File: src/rtl/pixel_readout_sched.sv
// Frame sequencer: triggers each pixel bank in turn and forwards its packet to one stream port.
// Zero-latency pass-through while streaming; a bank silent for TIMEOUT cycles is flagged and skipped.
module pixel_readout_sched #(
  parameter int N_BANKS   = 4,
  parameter int DATA_W    = 8,
  parameter int TRIG_LEN  = 2,
  parameter int FRAME_GAP = 16,
  parameter int TIMEOUT   = 1024
) (
  input  logic                        clk,
  input  logic                        rst,
  input  logic                        start,
  output logic                        busy,
  output logic                        frame_done,
  output logic [N_BANKS-1:0]          timeout_err,
  output logic [N_BANKS-1:0]          bank_trigger,
  input  logic [N_BANKS-1:0]          s_valid,
  input  logic [N_BANKS-1:0]          s_tlast,
  input  logic [N_BANKS*DATA_W-1:0]   s_tdata,
  output logic [N_BANKS-1:0]          s_ready,
  output logic                        m_valid,
  output logic                        m_tlast,
  output logic [DATA_W-1:0]           m_tdata,
  output logic [$clog2(N_BANKS)-1:0]  m_tuser,
  input  logic                        m_ready
);
  localparam int SW = $clog2(N_BANKS);
  localparam int TW = $clog2(TRIG_LEN + 1);
  localparam int GW = (FRAME_GAP > 0) ? $clog2(FRAME_GAP + 1) : 1;
  localparam int OW = $clog2(TIMEOUT + 1);
  localparam logic [TW-1:0] TRIG_END  = TW'(TRIG_LEN - 1);
  localparam logic [TW-1:0] TRIG_MAX  = TW'(TRIG_LEN);
  localparam logic [GW-1:0] GAP_END   = (FRAME_GAP > 0) ? GW'(FRAME_GAP - 1) : '0;
  localparam logic [GW-1:0] GAP_MAX   = (FRAME_GAP > 0) ? GW'(FRAME_GAP) : '0;
  localparam logic [OW-1:0] TO_END    = OW'(TIMEOUT - 1);
  localparam logic [OW-1:0] TO_MAX    = OW'(TIMEOUT);
  localparam logic [SW-1:0] LAST_BANK = SW'(N_BANKS - 1);

  typedef enum logic [2:0] {IDLE, TRIG, STREAM, GAP, DONE} state_t;

  state_t             state, state_nx;
  logic [SW-1:0]      sel, sel_nx;
  logic [N_BANKS-1:0] err_nx;
  logic [TW-1:0]      trig_cnt;
  logic [GW-1:0]      gap_cnt;
  logic [OW-1:0]      to_cnt;
  logic               sel_valid, last_xfer, to_hit;

  always_comb begin
    state_nx     = state;
    sel_nx       = sel;
    err_nx       = timeout_err;
    busy         = (state != IDLE);
    frame_done   = 1'b0;
    bank_trigger = '0;
    s_ready      = '0;
    m_valid      = 1'b0;
    m_tlast      = 1'b0;
    m_tdata      = '0;
    m_tuser      = '0;
    sel_valid    = s_valid[sel];
    last_xfer    = (state == STREAM) && sel_valid && m_ready && s_tlast[sel];
    // Only reachable with valid low, so a tlast transfer always takes precedence.
    to_hit       = (state == STREAM) && !sel_valid && (to_cnt == TO_END);
    case (state)
      IDLE: begin
        if (start) begin
          state_nx = TRIG;
          sel_nx   = '0;
          err_nx   = '0;
        end
      end
      TRIG: begin
        bank_trigger[sel] = 1'b1;
        if (trig_cnt == TRIG_END) state_nx = STREAM;
      end
      STREAM: begin
        m_valid      = sel_valid;
        m_tlast      = s_tlast[sel];
        m_tdata      = s_tdata[sel*DATA_W +: DATA_W];
        m_tuser      = sel;
        s_ready[sel] = m_ready;
        if (last_xfer || to_hit) begin
          if (to_hit) err_nx[sel] = 1'b1;
          if (sel == LAST_BANK) begin
            state_nx = (FRAME_GAP == 0) ? DONE : GAP;
          end else begin
            sel_nx   = sel + SW'(1);
            state_nx = TRIG;
          end
        end
      end
      GAP: begin
        if (gap_cnt == GAP_END) state_nx = DONE;
      end
      DONE: begin
        frame_done = 1'b1;
        state_nx   = IDLE;
      end
      default: state_nx = IDLE;
    endcase
  end

  always_ff @(posedge clk or negedge rst) begin
    if (!rst) begin
      state       <= IDLE;
      sel         <= '0;
      timeout_err <= '0;
      trig_cnt    <= '0;
      gap_cnt     <= '0;
      to_cnt      <= '0;
    end else begin
      state       <= state_nx;
      sel         <= sel_nx;
      timeout_err <= err_nx;
      if (state == TRIG && state_nx == TRIG) begin
        if (trig_cnt != TRIG_MAX) trig_cnt <= trig_cnt + TW'(1);
      end else begin
        trig_cnt <= '0;
      end
      if (state == GAP && state_nx == GAP) begin
        if (gap_cnt != GAP_MAX) gap_cnt <= gap_cnt + GW'(1);
      end else begin
        gap_cnt <= '0;
      end
      // Any valid cycle restarts the silence count, so backpressure can never time out.
      if (state == STREAM && state_nx == STREAM && !sel_valid) begin
        if (to_cnt != TO_MAX) to_cnt <= to_cnt + OW'(1);
      end else begin
        to_cnt <= '0;
      end
    end
  end
endmodule

File: config.mk
export PLATFORM = sky130hd
export DESIGN_NAME = pixel_readout_sched
export DESIGN_NICKNAME = d
export VERILOG_FILES = /design/src/rtl/pixel_readout_sched.sv
export SDC_FILE = /design/constraint.sdc
export NUM_CORES = 1
export LEC_CHECK = 0
export CAP_MARGIN = 20
export CELL_PAD_IN_SITES_DETAIL_PLACEMENT = 1
export CELL_PAD_IN_SITES_GLOBAL_PLACEMENT = 2
export CORE_MARGIN = 8
export CORE_UTILIZATION = 23
export CTS_CLUSTER_SIZE = 10
export DETAILED_ROUTE_END_ITERATION = 7
export PLACE_DENSITY = 0.78
export SYNTH_ARGS = -nofsm -noshare
export SYNTH_HDL_FRONTEND = slang
export SYNTH_SLANG_ARGS = --single-unit
File: constraint.sdc
create_clock -name clk -period 1.95 [get_ports clk]
set_input_delay 0.39 -clock clk [delete_from_list [all_inputs] [get_ports clk]]
set_output_delay 0.39 -clock clk [all_outputs]
set_load 0.01 [all_outputs]
## Word level (Yosys, flattened, before mapping)

Index checks and enable logic that the tools add are counted.

- Add/sub/neg operators: 4
- Magnitude comparators: 2
- Equality and inequality tests: 21
- Shift-type cells: 1
- Multiplexer cells: 33
- Bitwise gates (word level): 2
- Reduce and logical (&&, ||, !) cells: 17

Operators with widths:

| cell | count |
|---|---|
| $shiftx 32x6->8 | 1 |
| $mux 11 | 2 |
| $mux 4 | 5 |
| $mux 2 | 7 |
| $eq 3x2->1 const B | 4 |
| $mux 3 | 4 |
| $pmux 3 s4 | 1 |
| $add 11x1->11 const B | 1 |
| $eq 11x10->1 const B | 1 |
| $ne 11x11->1 const B | 1 |
| $logic_and 1x1->1 | 10 |
| $mux 5 | 2 |
| $mux 8 | 1 |
| $ne 2x1->1 const B | 4 |
| $ne 2x2->1 const B | 4 |
| $pmux 4 s2 | 1 |
| $reduce_and 4->1 | 2 |
| $eq 3x1->1 const B | 2 |
| $mux 1 | 6 |
| $add 5x1->5 const B | 1 |
| $eq 5x4->1 const B | 1 |
| $ne 5x5->1 const B | 1 |
| $add 2x1->2 const B | 2 |
| $and 4x4->4 | 1 |
| other kinds (14) | 15 |

- Register bits after elaboration: 27
- Output and inout port bits: 26
- Logic and storage cells: 86

## Longest topological paths before layout

Gate-level depths: netlist (run 1).

- Depth in word-level cells: 12
- Mapped depth: 6
- Gate-level depth less buffers: 6

## Worst setup path before layout (run 1)

No wires, ideal clock.

- Path kind: flip-flop to flip-flop
- From: register sel[0]
- To: register sel[1]
- Arrival time: 2.003 ns
- Required time: 1.822 ns
- Setup slack: -0.180 ns
- Cell stages (with the launch flop): 6
- Path buffers: 0
- Period minus slack after synthesis: 2.130 ns
- Cells stage by stage: dfrtp_1 -> mux4_2 -> or2_4 -> o32a_4 -> nor2_4 -> mux2_1

- Cells in the longest elaborated chain, start to end: 8
- Elaborated cells on any way between the ends: 19
- Those cells by class: add/sub (1); eq/ne (3); mux (7); reduce/logical (8)

RTL lines:

| item | line | text |
|---|---|---|
| from (decl) | 42 | `logic [SW-1:0] sel, sel_nx;` |
| from (signal assigned) | 114 | `sel <= sel_nx;` |
| $bmux 1 s2 | 61 | `sel_valid = s_valid[sel];` |
| $mux 1 (not written as such) | 61 |  |
| $logic_and 1x1->1 or $logic_not 1->1 (tied branches) | 62, 64 |  |
| $logic_and 1x1->1 (on tied branches) (2 in a row) | 62, 64 |  |
| $logic_or 1x1->1 | 83 | `if (last_xfer \|\| to_hit) begin` |
| $ne 2x1->1 (no source line) | n/a |  |
| $reduce_and 4->1 (no source line) | n/a |  |

Parallel ways exist; a longest one is shown, timed or not. The select of a mux whose other input is x is not followed.
A chain may end at the register's enable or synchronous reset.

## Final worst setup path (run 1)

Same ends and word-level chain as after synthesis.

==> results, run 1 <==
- The vertical extent of the die is ~100 um.
- In the synthesized netlist, the number of instances is between 150 and 200.
- The number of global-route vias before repair came to 1969.
- The worst hold slack is 0.4642 ns.
- Timing analysis after detailed placement gives a worst setup slack of -0.5518 ns.
- The final layout contains roughly 350 nets.
- Among all flip-flop cells after synthesis, the most frequent one is sky130_fd_sc_hd__dfrtp_1.
- The final count of pins violating max slew is 0.
- Setup slack on the critical path of the routed design comes to -0.2821 ns.
- The total power is 2.416 mW.
- The fraction of the yosys area taken by sequential cells is a little under two fifths.
- The number of buffers inserted by port buffering is 69.
- The total area inside the core boundary comes to 7647 um2.
- The total leakage power is 1.387 nW.
- Broken down by cell family, the worst path's largest delay share belongs to multiplexers.
- The maximum number of pins on one net before global-route repair is 28.
- Summing all flip-flop and latch instances after layout gives 676.9 um2.
- The detailed placer's ending HPWL is 4957 um.
- The number of DRC markers after the initial detailed-route iteration is about 40.
- The number of warnings reported in the yosys synthesis log is 0.
- The slew of the pin with the lowest slew margin is ~0.37 ns.
- CTS placed an instance of sky130_fd_sc_hd__clkbuf_8 at the clock tree root.
- In this run the horizontal extent of the chip is between 100 and 150 um.
- For this run the aggregate overflow at the end of global routing stands at 0.
- Counting flops with an async set or reset pin after synthesis yields a share of 100.0%.
- The dominant cell type by count on the critical path is sky130_fd_sc_hd__buf_6.
- The area growth from synthesis to layout is 74.25%.
- The row count is 32.
- The largest incremental delay on the critical path is roughly 0.52 ns.
- The number of filler cells placed in the layout is a little under 900.
- The total number of vias is approximately 1800.
- The final setup violation count is 19.
- The initial antenna violation count is 0.
- The critical path capture point type is a flop.
- At the end of routability-driven placement, the weighted congestion stood at around 0.74.
- The signal on the critical path passes through buf_6, buf_6, mux4_2, or2_4, o32a_4, nor2_4, mux2_4.
- The arrival time reported for the critical path endpoint is about 2.4 ns.
- Derived from the worst setup path, the maximum achievable clock frequency is roughly 0.45 GHz.
- The number of ports placed on the die boundary is 70.
- The multi-input combinational cells in the finished layout cover a total of about 1200 um2.
- The total nets after synthesis is around 230.
- The synthesized area divided by synthesized cell count is between 10 and 15 um2.
- The post-route core utilization is about two fifths.
- The smallest clock period supported by the final layout is computed as 2.232 ns.
- The via density per instance is between 4 and 5.
- In this run the number of H-tree levels came out at 1.
- The post-route standard cell area excluding fillers is roughly 3100 um2.
- The final number of hold-violating endpoints was 0.
- The most numerous cell in the Yosys netlist is sky130_fd_sc_hd__dfrtp_1.
- Dividing the detail-routed wire length by the instance count gives about 15 um.
- Setup repair after global routing could not meet its margin everywhere.
- The fraction of final layout cells with drive strength greater than 1 is between 30% and 40%.
- The CTS tree is yes.
- In this run, synthesis produced a sequential element count of 27.
- Max-cap violations in this run came to 0.
- The sum of buffers and inverters on the critical path is 2.
- The final reports fail on negative setup slack.
- For this design the ratio of total power to cell area is between 700 and 800 nW/um2.
- Data on the critical path is required at its endpoint by 2.13 ns.
- The maximum fanout along the worst path is 4.
- The wire length of the first global-routing pass is 9963 um.
- The number of standard cells in the final layout excluding fillers is approximately 400.
- In the post-synthesis netlist, the biggest area contributors are sky130_fd_sc_hd__dfrtp_1 38%, sky130_fd_sc_hd__mux4_2 14%, sky130_fd_sc_hd__ha_1 7.7%.
- sky130_fd_sc_hd__dfrtp_1 takes more of the synthesized area than any other cell.
- The aggregate global-route resource usage is 11.39%.
- The pre-antenna-repair detailed-routing pass consisted of 4 iterations.
- The synthesized cell area is between 1500 and 2000 um2.
- The commonest cells after synthesis are 27 x sky130_fd_sc_hd__dfrtp_1, 25 x sky130_fd_sc_hd__nor2_1, 15 x sky130_fd_sc_hd__and2_1.
- The largest voltage drop on the vdd net is around 0.35 mV.
- The element type at the critical path start is a flop.
- The die outline area is 10850 um2.
- Once detail routing completed, the nets flagged for antenna violations numbered 0.
- In this run the tightest slew margin relative to its limit is approximately 75%.
- For this design, the slowest cell found on the critical path is sky130_fd_sc_hd__mux4_2.
- The worst setup path is of the flop to flop kind.
- Clock latency on the worst-skew pair, taken at its later pin, is just under 0.3 ns.
- The clock passes through at most 2 buffers.
- The TritonCTS buffer count is 3.
- The post-route fraction of the period consumed by the critical path is 114.5%.
- The worst hold-check path type is input port to asynchronous set/reset pin.
- For the final routed database, the setup TNS stands at -3.366 ns.
- The run finished, with violations left.
- Summed over its instances, the top area cell type makes up a little under two fifths of the synthesized netlist area.
- Counting tap cells, the placed design contains a total of 379 instances.
- Yosys mapped a number of flops with a built-in enable equal to 0.
- Clock-pin slew was measured on the worst setup and hold paths at 0.10 ns.
- For this run, design rule violations remaining after detail routing come to 0.
- The post-cts hold buffer count is 0.
- The number of clock sinks is 27.
- The detailed-route wire length is 6130 um.
- The initial core utilization is 23.38%.
- The count of different cell masters after synthesis is 33.
- For the final database, setup skew stands at 0.003964 ns.
- The number of antenna diodes in the final layout is 0.
- The cell area reported after detailed placement is 2860 um2.
-- worst register-to-register path, stage by stage (launching register included) --
cell                      delay [ns]
sky130_fd_sc_hd__dfrtp_2        0.42
sky130_fd_sc_hd__buf_6          0.11
sky130_fd_sc_hd__buf_6          0.08
sky130_fd_sc_hd__mux4_2         0.52
sky130_fd_sc_hd__or2_4          0.25
sky130_fd_sc_hd__o32a_4         0.32
sky130_fd_sc_hd__nor2_4         0.11
sky130_fd_sc_hd__mux2_4         0.30
-- layout make-up --
| type | count | share of cell area, % |
|---|---|---|
| Clock buffer | 3 | 1.325 |
| Clock inverter | 1 | 0.2410 |
| Inverter | 11 | 1.486 |
| Multi-Input combinational cell | 135 | 37.51 |
| Sequential cell | 27 | 21.73 |
| Tap cell | 102 | 4.096 |
| Timing Repair Buffer | 118 | 33.61 |
-- logic make-up after synthesis --
logic type,synth area share [%]
compound gates,4.478
xor+xnor,5.388
fa+ha+maj,7.698
mux,16.24
simple gates,25.33
flops,37.79
buf+inv,3.079
-- where the power goes --
group	internal, mW	switching [mW]
clock network	0.146	0.196
logic	0.793	0.593
registers	0.624	0.0631
-- timing repair --
action	4_1_cts	5_1_grt
pin swaps	8	6
setup endpoints to repair	37	29
gates resized for setup	78	23
cloned	0	0
buffers inserted	11	4
-- cell usage in the layout (no fill, tap or decap), types with 3 or more instances in the layout --
cell type	synthesis	final
sky130_fd_sc_hd__nand3_1	8	8
sky130_fd_sc_hd__xnor2_1	4	4
sky130_fd_sc_hd__and2_1	15	12
sky130_fd_sc_hd__a21oi_1	8	5
sky130_fd_sc_hd__nor2_1	25	23
sky130_fd_sc_hd__nand2_1	10	10
sky130_fd_sc_hd__xor2_1	7	7
sky130_fd_sc_hd__clkdlybuf4s50_1	0	47
sky130_fd_sc_hd__dlygate4sd2_1	0	6
sky130_fd_sc_hd__a21oi_2	0	3
sky130_fd_sc_hd__dfrtp_1	27	26
sky130_fd_sc_hd__mux4_2	11	11
sky130_fd_sc_hd__ha_4	0	3
sky130_fd_sc_hd__clkbuf_8	0	3
sky130_fd_sc_hd__inv_1	11	9
sky130_fd_sc_hd__and2_4	0	3
sky130_fd_sc_hd__nand4_1	3	3
sky130_fd_sc_hd__buf_4	0	40
sky130_fd_sc_hd__buf_6	0	12
sky130_fd_sc_hd__and3_1	8	8
sky130_fd_sc_hd__buf_2	2	7
sky130_fd_sc_hd__ha_1	11	7
-- flip-flops by register name, summed over array words and instances (netlist names) --
register / flops
to_cnt: 11
gap_cnt: 5
timeout_err: 4
state: 3
sel: 2
trig_cnt: 2
-- worst paths after layout --
check | startpoint | depth (start not counted) | slack (ns) | end
max in group asynchronous | rst | 2 | 1.20 | sel[0]$_DFFE_PN0P_
max | sel[0]$_DFFE_PN0P_ | 7 | -0.28 | sel[1]$_DFFE_PN0P_
min reg2reg | timeout_err[0]$_DFFE_PN0P_ | 2 | 0.52 | timeout_err[0]$_DFFE_PN0P_
min | rst | 2 | 0.46 | to_cnt[4]$_DFFE_PN0P_
min in group clk | timeout_err[0]$_DFFE_PN0P_ | 2 | 0.52 | timeout_err[0]$_DFFE_PN0P_
max reg2reg | sel[0]$_DFFE_PN0P_ | 7 | -0.28 | sel[1]$_DFFE_PN0P_
-- per-layer routing --
| metal | global-route usage, % | part of all wire (%) | up-vias |
|---|---|---|---|
| li1 | - | - | 852 |
| met1 | 11.68 | 38 | 867 |
| met2 | 22.73 | 58 | 26 |
| met3 | 1.921 | 2.5 | 8 |
| met4 | 3.309 | 1.5 | 0 |
| met5 | 0 | 0 | - |
Note: power is estimated with default switching activity, not from simulation.
==> run 2: changes to the inputs <==
Settings changed: CORE_UTILIZATION 23 to 28, HOLD_SLACK_MARGIN set to 0.05, PLACE_DENSITY 0.78 to 0.89.
Clock period 1.95 ns to 2.7 ns, I/O delays scaled along.
==> results, run 2 (synthesis gave the netlist of run 1 again) <==
- The number of nets still failing antenna checks after routing is 0 (unchanged).
- The number of clock sinks is 27 (unchanged).
- The startpoint identified for the worst hold timing path is timeout_err[1]$_DFFE_PN0P_.
- The maximum count of clock buffers along a single path was 2 (unchanged).
- The count of cells along the worst hold path is 2.
- The required time at the endpoint of the critical path is 2.16 ns (+0.03 ns).
- Walking the worst path, the cells encountered are clkdlybuf4s50_1, mux4_2, and2_1, clkdlybuf4s50_1.
- The vertical extent of the die is 95.91 um (-7.9%).
- The count of H-tree levels built during CTS is 1 (unchanged).
- The largest voltage drop on the vdd net was 0.2199 mV (-37%).
- The area used by multi-input combinational logic came to 1057 um2 (-9.5%).
- The total core area is 6277 um2 (-18%).
- The arrival time reported for the critical path endpoint was 2.07 ns (-0.34 ns).
- The number of DRC markers after the initial detailed-route iteration is 43 (+4.9%).
- The remaining design rule violation count is 0 (unchanged).
- The initial core utilization is 28.48% (+5.1 points).
- The length in cells of the worst reg-to-reg path is 6 (-1).
- The library cells used most frequently in the layout, excluding fill and tap cells, are 68 x sky130_fd_sc_hd__clkdlybuf4s50_1, 26 x sky130_fd_sc_hd__dfrtp_1, 25 x sky130_fd_sc_hd__nor2_1.
- The commonest non-fill, non-tap cell in the layout is sky130_fd_sc_hd__clkdlybuf4s50_1.
- The area growth from synthesis to layout is 48.92%.
- The final number of hold-violating endpoints was 0 (unchanged).
- The total instance count after detailed placement is 325 (-14%).
- The detailed placer's ending HPWL was 4535 um (-8.5%).
- The areal power density over the cells came to 545.2 nW/um2 (-30%).
- The wire length of the first global-routing pass is 8507 um (-15%).
- The clock group share of total power was 16.0% (+1.9 points).
- The detailed-router iteration count before antenna repair is 4 (unchanged).
- The category of the critical setup timing path is input port to output pin.
- The total leakage power came to 1.089 nW (-21%).
- The CTS root buffer is sky130_fd_sc_hd__clkbuf_8.
- The number of ports placed on the die boundary is 70 (unchanged).
- The net switching power is 0.5141 mW (-40%).
- The initial antenna violation count is 0 (unchanged).
- The setup slack at placement is 0.01352 ns (+0.5653 ns).
- The number of standard cells in the final layout excluding fillers was 329 (-17%).
- The post-route worst setup slack is 0.09421 ns (+0.3763 ns).
- The total congestion overflow after global routing is 0 (unchanged).
- The aggregate global-route resource usage is 11.75% (+0.36 points).
- The final routed wire length divided by cell count came to 16.62 um (+7.7%).
- The switching part of the total was 35.41% (+0.14 points).
- The post-cts hold buffer count is 0 (unchanged).
- The CTS tree is yes.
- The register-to-register setup slack is 0.39 ns (+0.67 ns).
- The design internal power is 0.9375 mW (-40%).
- The register area was 676.9 um2 (unchanged).
- Setup repair after global routing left no endpoint under its margin.
- The capture endpoint of the worst hold path is timeout_err[1]$_DFFE_PN0P_.
- The fraction of final layout cells with drive strength greater than 1 is 10.32% (-25 points).
- The number of setup buffers added after CTS is 0 (-11).
- The worst slew margin relative to its limit is 44.20% (-31 points).
- The number of global-route vias before repair is 1711 (-13%).
- The accumulated negative setup slack is 0 ns (+3.366 ns).
- The setup skew after layout is 0.005997 ns (+0.002033 ns).
- The sum of buffers and inverters on the critical path came to 2 (unchanged).
- The die outline area is 9199 um2 (-15%).
- The tightest min-delay check is of the flop to flop type.
- The endpoint of the worst-slack reg-to-reg timing path is sel[1]$_DFFE_PN0P_.
- The TritonCTS buffer count is 3 (unchanged).
- The slew of the pin with the lowest slew margin is 0.8254 ns (+0.4574 ns).
- The clock-pin slew on the worst setup and hold paths is 0.10 ns (about the same).
- Among cell families on the critical path, the largest total delay comes from buffers and inverters.
- The worst setup path is launched from an input port.
- The largest incremental delay on the critical path is 0.48 ns (-0.04 ns).
- The logic gate share of total power is 48.7% (-8.7 points).
- The number of filler cells placed in the layout is 727 (-17%).
- The maximum clock rate is around 0.38 GHz.
- Dividing the final minimum period by the clock period gives 96.51%.
- The final count of pins violating max slew is 0 (unchanged).
- The highest-delay cell along the critical path is sky130_fd_sc_hd__clkdlybuf4s50_1.
- The number of nets in the final layout was 308 (-12%).
- The clock period could shrink to 2.606 ns.
- The total of cells resized after clock tree synthesis is 0 (-100%).
- The total power is 1.452 mW (-40%).
- Counting flops per register, the top entry is to_cnt.
- The reg-to-reg startpoint is sel[0]$_DFFE_PN0P_.
- The worst setup path is captured at an output pin.
- The max-cap violation count is 0 (unchanged).
- Among the stages of the critical path, the cell type that occurs most often is sky130_fd_sc_hd__clkdlybuf4s50_1.
- The run finished with clean final reports.
- The number of flip-flops under the largest register name is 11 (unchanged).
- The largest registers in the layout are to_cnt: 11 flops, gap_cnt: 5 flops, timeout_err: 4 flops.
- The number of buffers inserted by port buffering is 69 (unchanged).
- The routability-driven placement congestion ratio is 0.7595 (+2.1%).
- The final setup violation count is 0 (-19).
- The maximum number of pins on one net before global-route repair is 28 (unchanged).
- The row count is 29 (-9.4%).
- The total inserted antenna cells is 0 (unchanged).
- The detailed-route wire length came to 5469 um (-11%).
- The via density per instance is 4.836 (+9.5%).
- The total number of vias came to 1591 (-9.2%).
- The horizontal die dimension was 95.91 um (-7.9%).
- The maximum fanout along the worst path is 1 (-3).
- The insertion delay to the later sink of the worst-skew pair was 0.27 ns (-0.02 ns).
- The sequential fraction of design power is 35.3% (+6.8 points).
==> run 2: power by group through the flow <==
| stage | clock (mW) | sequential (mW) | combinational, mW |
|---|---|---|---|
| final | 0.232 | 0.513 | 0.706 |
| after global routing | 0.260 | 0.521 | 0.785 |
| after CTS | 0.243 | 0.512 | 0.719 |
| after detailed placement | 0 | 0.520 | 0.717 |
| after global placement | 0 | 0.515 | 0.702 |
| after floorplan | 0 | 0.501 | 0.398 |
==> run 2: how the worst max path moves through the flow <==
stage / end / slack, ns / startpoint / cells after the start
after floorplan: sel[1]$_DFFE_PN0P_ / 0.53 / s_valid[3] / 5
final: m_tdata[7] / 0.09 / s_tdata[31] / 4
after detailed placement: sel[1]$_DFFE_PN0P_ / 0.01 / s_valid[3] / 6
after global placement: m_valid / 0.04 / s_valid[3] / 4
after CTS: m_tdata[6] / 0.01 / sel[0]$_DFFE_PN0P_ / 4
after global routing: bank_trigger[1] / 0.03 / state[0]$_DFF_PN0_ / 4
==> run 2: worst min-delay path: stages, from the launching register on <==
cell	delay [ns]
sky130_fd_sc_hd__dfrtp_1	0.38
sky130_fd_sc_hd__a21oi_1	0.05
sky130_fd_sc_hd__nor2_1	0.07
==> run 2: per-layer routing <==
layer	vias to the layer above	GRT usage (%)	share of wire, %
met5	-	0	0
met4	0	2.305	0.73
met3	4	2.496	7.6
met2	57	21.43	48
met1	764	13.82	44
li1	766	-	-
==> run 2: cell type report <==
| class | count | area share, % |
|---|---|---|
| Clock inverter | 1 | 0.2820 |
| Clock buffer | 3 | 1.551 |
| Multi-Input combinational cell | 135 | 39.71 |
| Inverter | 11 | 1.551 |
| Sequential cell | 27 | 25.42 |
| Tap cell | 77 | 3.618 |
| Timing Repair Buffer | 75 | 27.87 |
==> run 2: per-stage QoR <==
step / hold WS (ns) / util, % / area, um2
after floorplan: 0.2444 / - / 1788
after global placement: 0.5247 / 41.52 / 2606
after detailed placement: 0.5191 / 41.52 / 2606
after CTS: 0.5467 / 42.30 / 2655
after global routing: 0.5840 / 42.42 / 2663
final: 0.5365 / 42.42 / 2663
==> run 3: changes to the inputs <==
Settings changed: CAP_MARGIN 20 to unset, CORE_UTILIZATION 28 to 40, DONT_BUFFER_PORTS set to 1, PLACE_DENSITY 0.89 to 0.87.
==> results, run 3 (synthesis gave the netlist of run 1 again) <==
- The aggregate global-route resource usage is 13.04% (+1.3 points).
- The accumulated negative setup slack was 0 ns (unchanged).
- The category of the critical setup timing path is flop to flop.
- The total of cells resized after clock tree synthesis was 0 (unchanged).
- The number of ports placed on the die boundary came to 70 (unchanged).
- The final number of hold-violating endpoints is 0 (unchanged).
- The wire length of the first global-routing pass was 7638 um (-10%).
- TritonCTS built the clock tree.
- The detailed-router iteration count before antenna repair came to 4 (unchanged).
- The maximum clock rate is 0.4547 GHz (+18%).
- The setup skew after layout is 0.009795 ns (+0.003799 ns).
- The number of nets in the final layout is 237 (-23%).
- The setup slack at placement is 0.4535 ns (+0.4400 ns).
- The die outline area is 6865 um2 (-25%).
- The total number of vias is 1372 (-14%).
- The clock-pin slew on the worst setup and hold paths was 0.10 ns (about the same).
- The register area is 675.6 um2 (-0.18%).
- The count of H-tree levels built during CTS is 1 (unchanged).
- The remaining design rule violation count came to 0 (unchanged).
- The area used by multi-input combinational logic is 1057 um2 (unchanged).
- The worst setup path is captured at a flop.
- The vertical extent of the die is 82.86 um (-14%).
- The arrival time reported for the critical path endpoint came to 2.36 ns (+0.29 ns).
- Relative to the synthesized area, the layout overhead comes to 7.978%.
- The post-route fraction of the period consumed by the critical path is 81.46% (-15 points).
- The total inserted antenna cells is 0 (unchanged).
- The number of filler cells placed in the layout is 494 (-32%).
- The routability-driven placement congestion ratio came to 0.7766 (+2.3%).
- The maximum number of pins on one net before global-route repair was 28 (unchanged).
- The max-cap violation count was 0 (unchanged).
- The number of buffers inserted by port buffering was 0 (-100%).
- The detailed-route wire length is 4432 um (-19%).
- The initial antenna violation count is 0 (unchanged).
- The slew of the pin with the lowest slew margin is 0.8345 ns (+0.009121 ns).
- Leaving out fill and tap cells, the most frequent cell in the layout is sky130_fd_sc_hd__dfrtp_1.
- The row count is 24 (-17%).
- The largest registers in the layout are to_cnt: 11 flops, gap_cnt: 5 flops, timeout_err: 4 flops.
- The horizontal die dimension is 82.86 um (-14%).
- The final period demand of the worst path is 2.199 ns (-0.4065 ns).
- The register with the most flip-flops is to_cnt.
- The number of global-route vias before repair is 1464 (-14%).
- The total leakage power is 0.8083 nW (-26%).
- The TritonCTS buffer count was 3 (unchanged).
- STA classifies the critical path startpoint as a flop.
- The insertion delay to the later sink of the worst-skew pair is 0.27 ns (about the same).
- The post-route worst setup slack came to 0.5007 ns (+0.4065 ns).
- The number of nets still failing antenna checks after routing is 0 (unchanged).
- The largest voltage drop on the vdd net came to 0.2269 mV (+3.2%).
- The maximum fanout along the worst path is 6 (+5).
- The required time at the endpoint of the critical path came to 2.86 ns (+0.70 ns).
- The flow ran to the end, and the final reports show no timing, DRC or antenna violations.
- The areal power density over the cells is 651.1 nW/um2 (+19%).
- The number of DRC markers after the initial detailed-route iteration came to 53 (+23%).
- The total congestion overflow after global routing is 0 (unchanged).
- The worst hold-check path type is input port to asynchronous set/reset pin.
- CTS placed an instance of sky130_fd_sc_hd__clkbuf_8 at the clock tree root.
- The initial core utilization is 41.35% (+13 points).
- The final count of pins violating max slew came to 0 (unchanged).
- The total core area is 4324 um2 (-31%).
- The detailed placer's ending HPWL was 3635 um (-20%).
- Setup repair after global routing left no endpoint under its margin.
- The via density per instance is 5.888 (+22%).
- The fraction of final layout cells with drive strength greater than 1 is 12.71% (+2.4 points).
- Leaving out fill and tap cells, the most frequent cells in the layout are 27 x sky130_fd_sc_hd__dfrtp_1, 25 x sky130_fd_sc_hd__nor2_1, 15 x sky130_fd_sc_hd__and2_1.
- The maximum count of clock buffers along a single path came to 2 (unchanged).
- The register-to-register setup slack was 0.50 ns (+0.11 ns).
- The worst slew margin relative to its limit is 43.58% (-0.62 points).
- The final routed wire length divided by cell count is 19.02 um (+14%).
- The final setup violation count is 0 (unchanged).
- The number of flip-flops under the largest register name came to 11 (unchanged).
- The number of clock sinks was 27 (unchanged).
-- run 3: cell count changes in the layout (fill, tap and decap cells not counted), sizes merged --
cell           delta
clkdlybuf4s50    -68
dlymetal6s2s      -1
buf               -2
-- run 3: timing repair --
action / in CTS / in global routing
hold buffers: 1 / 0
setup endpoints to repair: 0 / 0
hold endpoints to repair: 27 / 0
setup buffers: 0 / 0
-- run 3: layout make-up --
type / instances / share of cell area [%]
clock inverters: 1 / 0.3889
flip-flops and latches: 27 / 35.00
well taps: 52 / 3.370
clock buffers: 3 / 2.139
repair buffers: 4 / 2.204
multi-input cells: 135 / 54.76
inverters: 11 / 2.139
-- run 3: path summary, 6_finish.rpt --
path,start,to,cells after the start
max,to_cnt[0]$_DFFE_PN0P_,sel[1]$_DFFE_PN0P_,6
min,rst,gap_cnt[2]$_DFFE_PN0P_,1
max reg2reg,to_cnt[0]$_DFFE_PN0P_,sel[1]$_DFFE_PN0P_,6
min reg2reg,gap_cnt[3]$_DFFE_PN0P_,gap_cnt[3]$_DFFE_PN0P_,2
max in group asynchronous,rst,to_cnt[5]$_DFFE_PN0P_,1
min in group clk,start,state[0]$_DFF_PN0_,2
-- run 3: worst max-delay path, stage by stage, from the launching register on --
cell and delay [ns]:
sky130_fd_sc_hd__dfrtp_1 0.46, sky130_fd_sc_hd__ha_1 0.27, sky130_fd_sc_hd__nand3_1 0.12, sky130_fd_sc_hd__or3_1 0.43, sky130_fd_sc_hd__o32a_4 0.35, sky130_fd_sc_hd__nor2_4 0.13, sky130_fd_sc_hd__mux2_1 0.33
-- run 3: report_power, final --
group / switching, mW / internal, mW / total [mW]
combinational: 0.294 / 0.219 / 0.513
sequential: 0.0562 / 0.450 / 0.507
clock: 0.133 / 0.105 / 0.238
-- run 3: routing by layer --
metal / wire [um] / GRT usage, %
met5: 0 / 0
met4: 36 / 2.875
met3: 242 / 4.102
met2: 2282 / 23.13
met1: 1870 / 14.78
-- run 3: through the flow --
| step | cells | cell area (um2) | hold WS [ns] | power, mW | utilization, % |
|---|---|---|---|---|---|
| after floorplan | 176 | 1788 | 0.2444 | 0.8987 | - |
| after global placement | 228 | 1862 | 0.2452 | 0.9921 | 43.06 |
| after detailed placement | 228 | 1862 | 0.2452 | 1.026 | 43.06 |
| after CTS | 233 | 1931 | 0.06298 | 1.282 | 44.65 |
| after global routing | 233 | 1931 | 0.05144 | 1.355 | 44.65 |
| final | 233 | 1931 | 0.06532 | 1.257 | 44.65 |
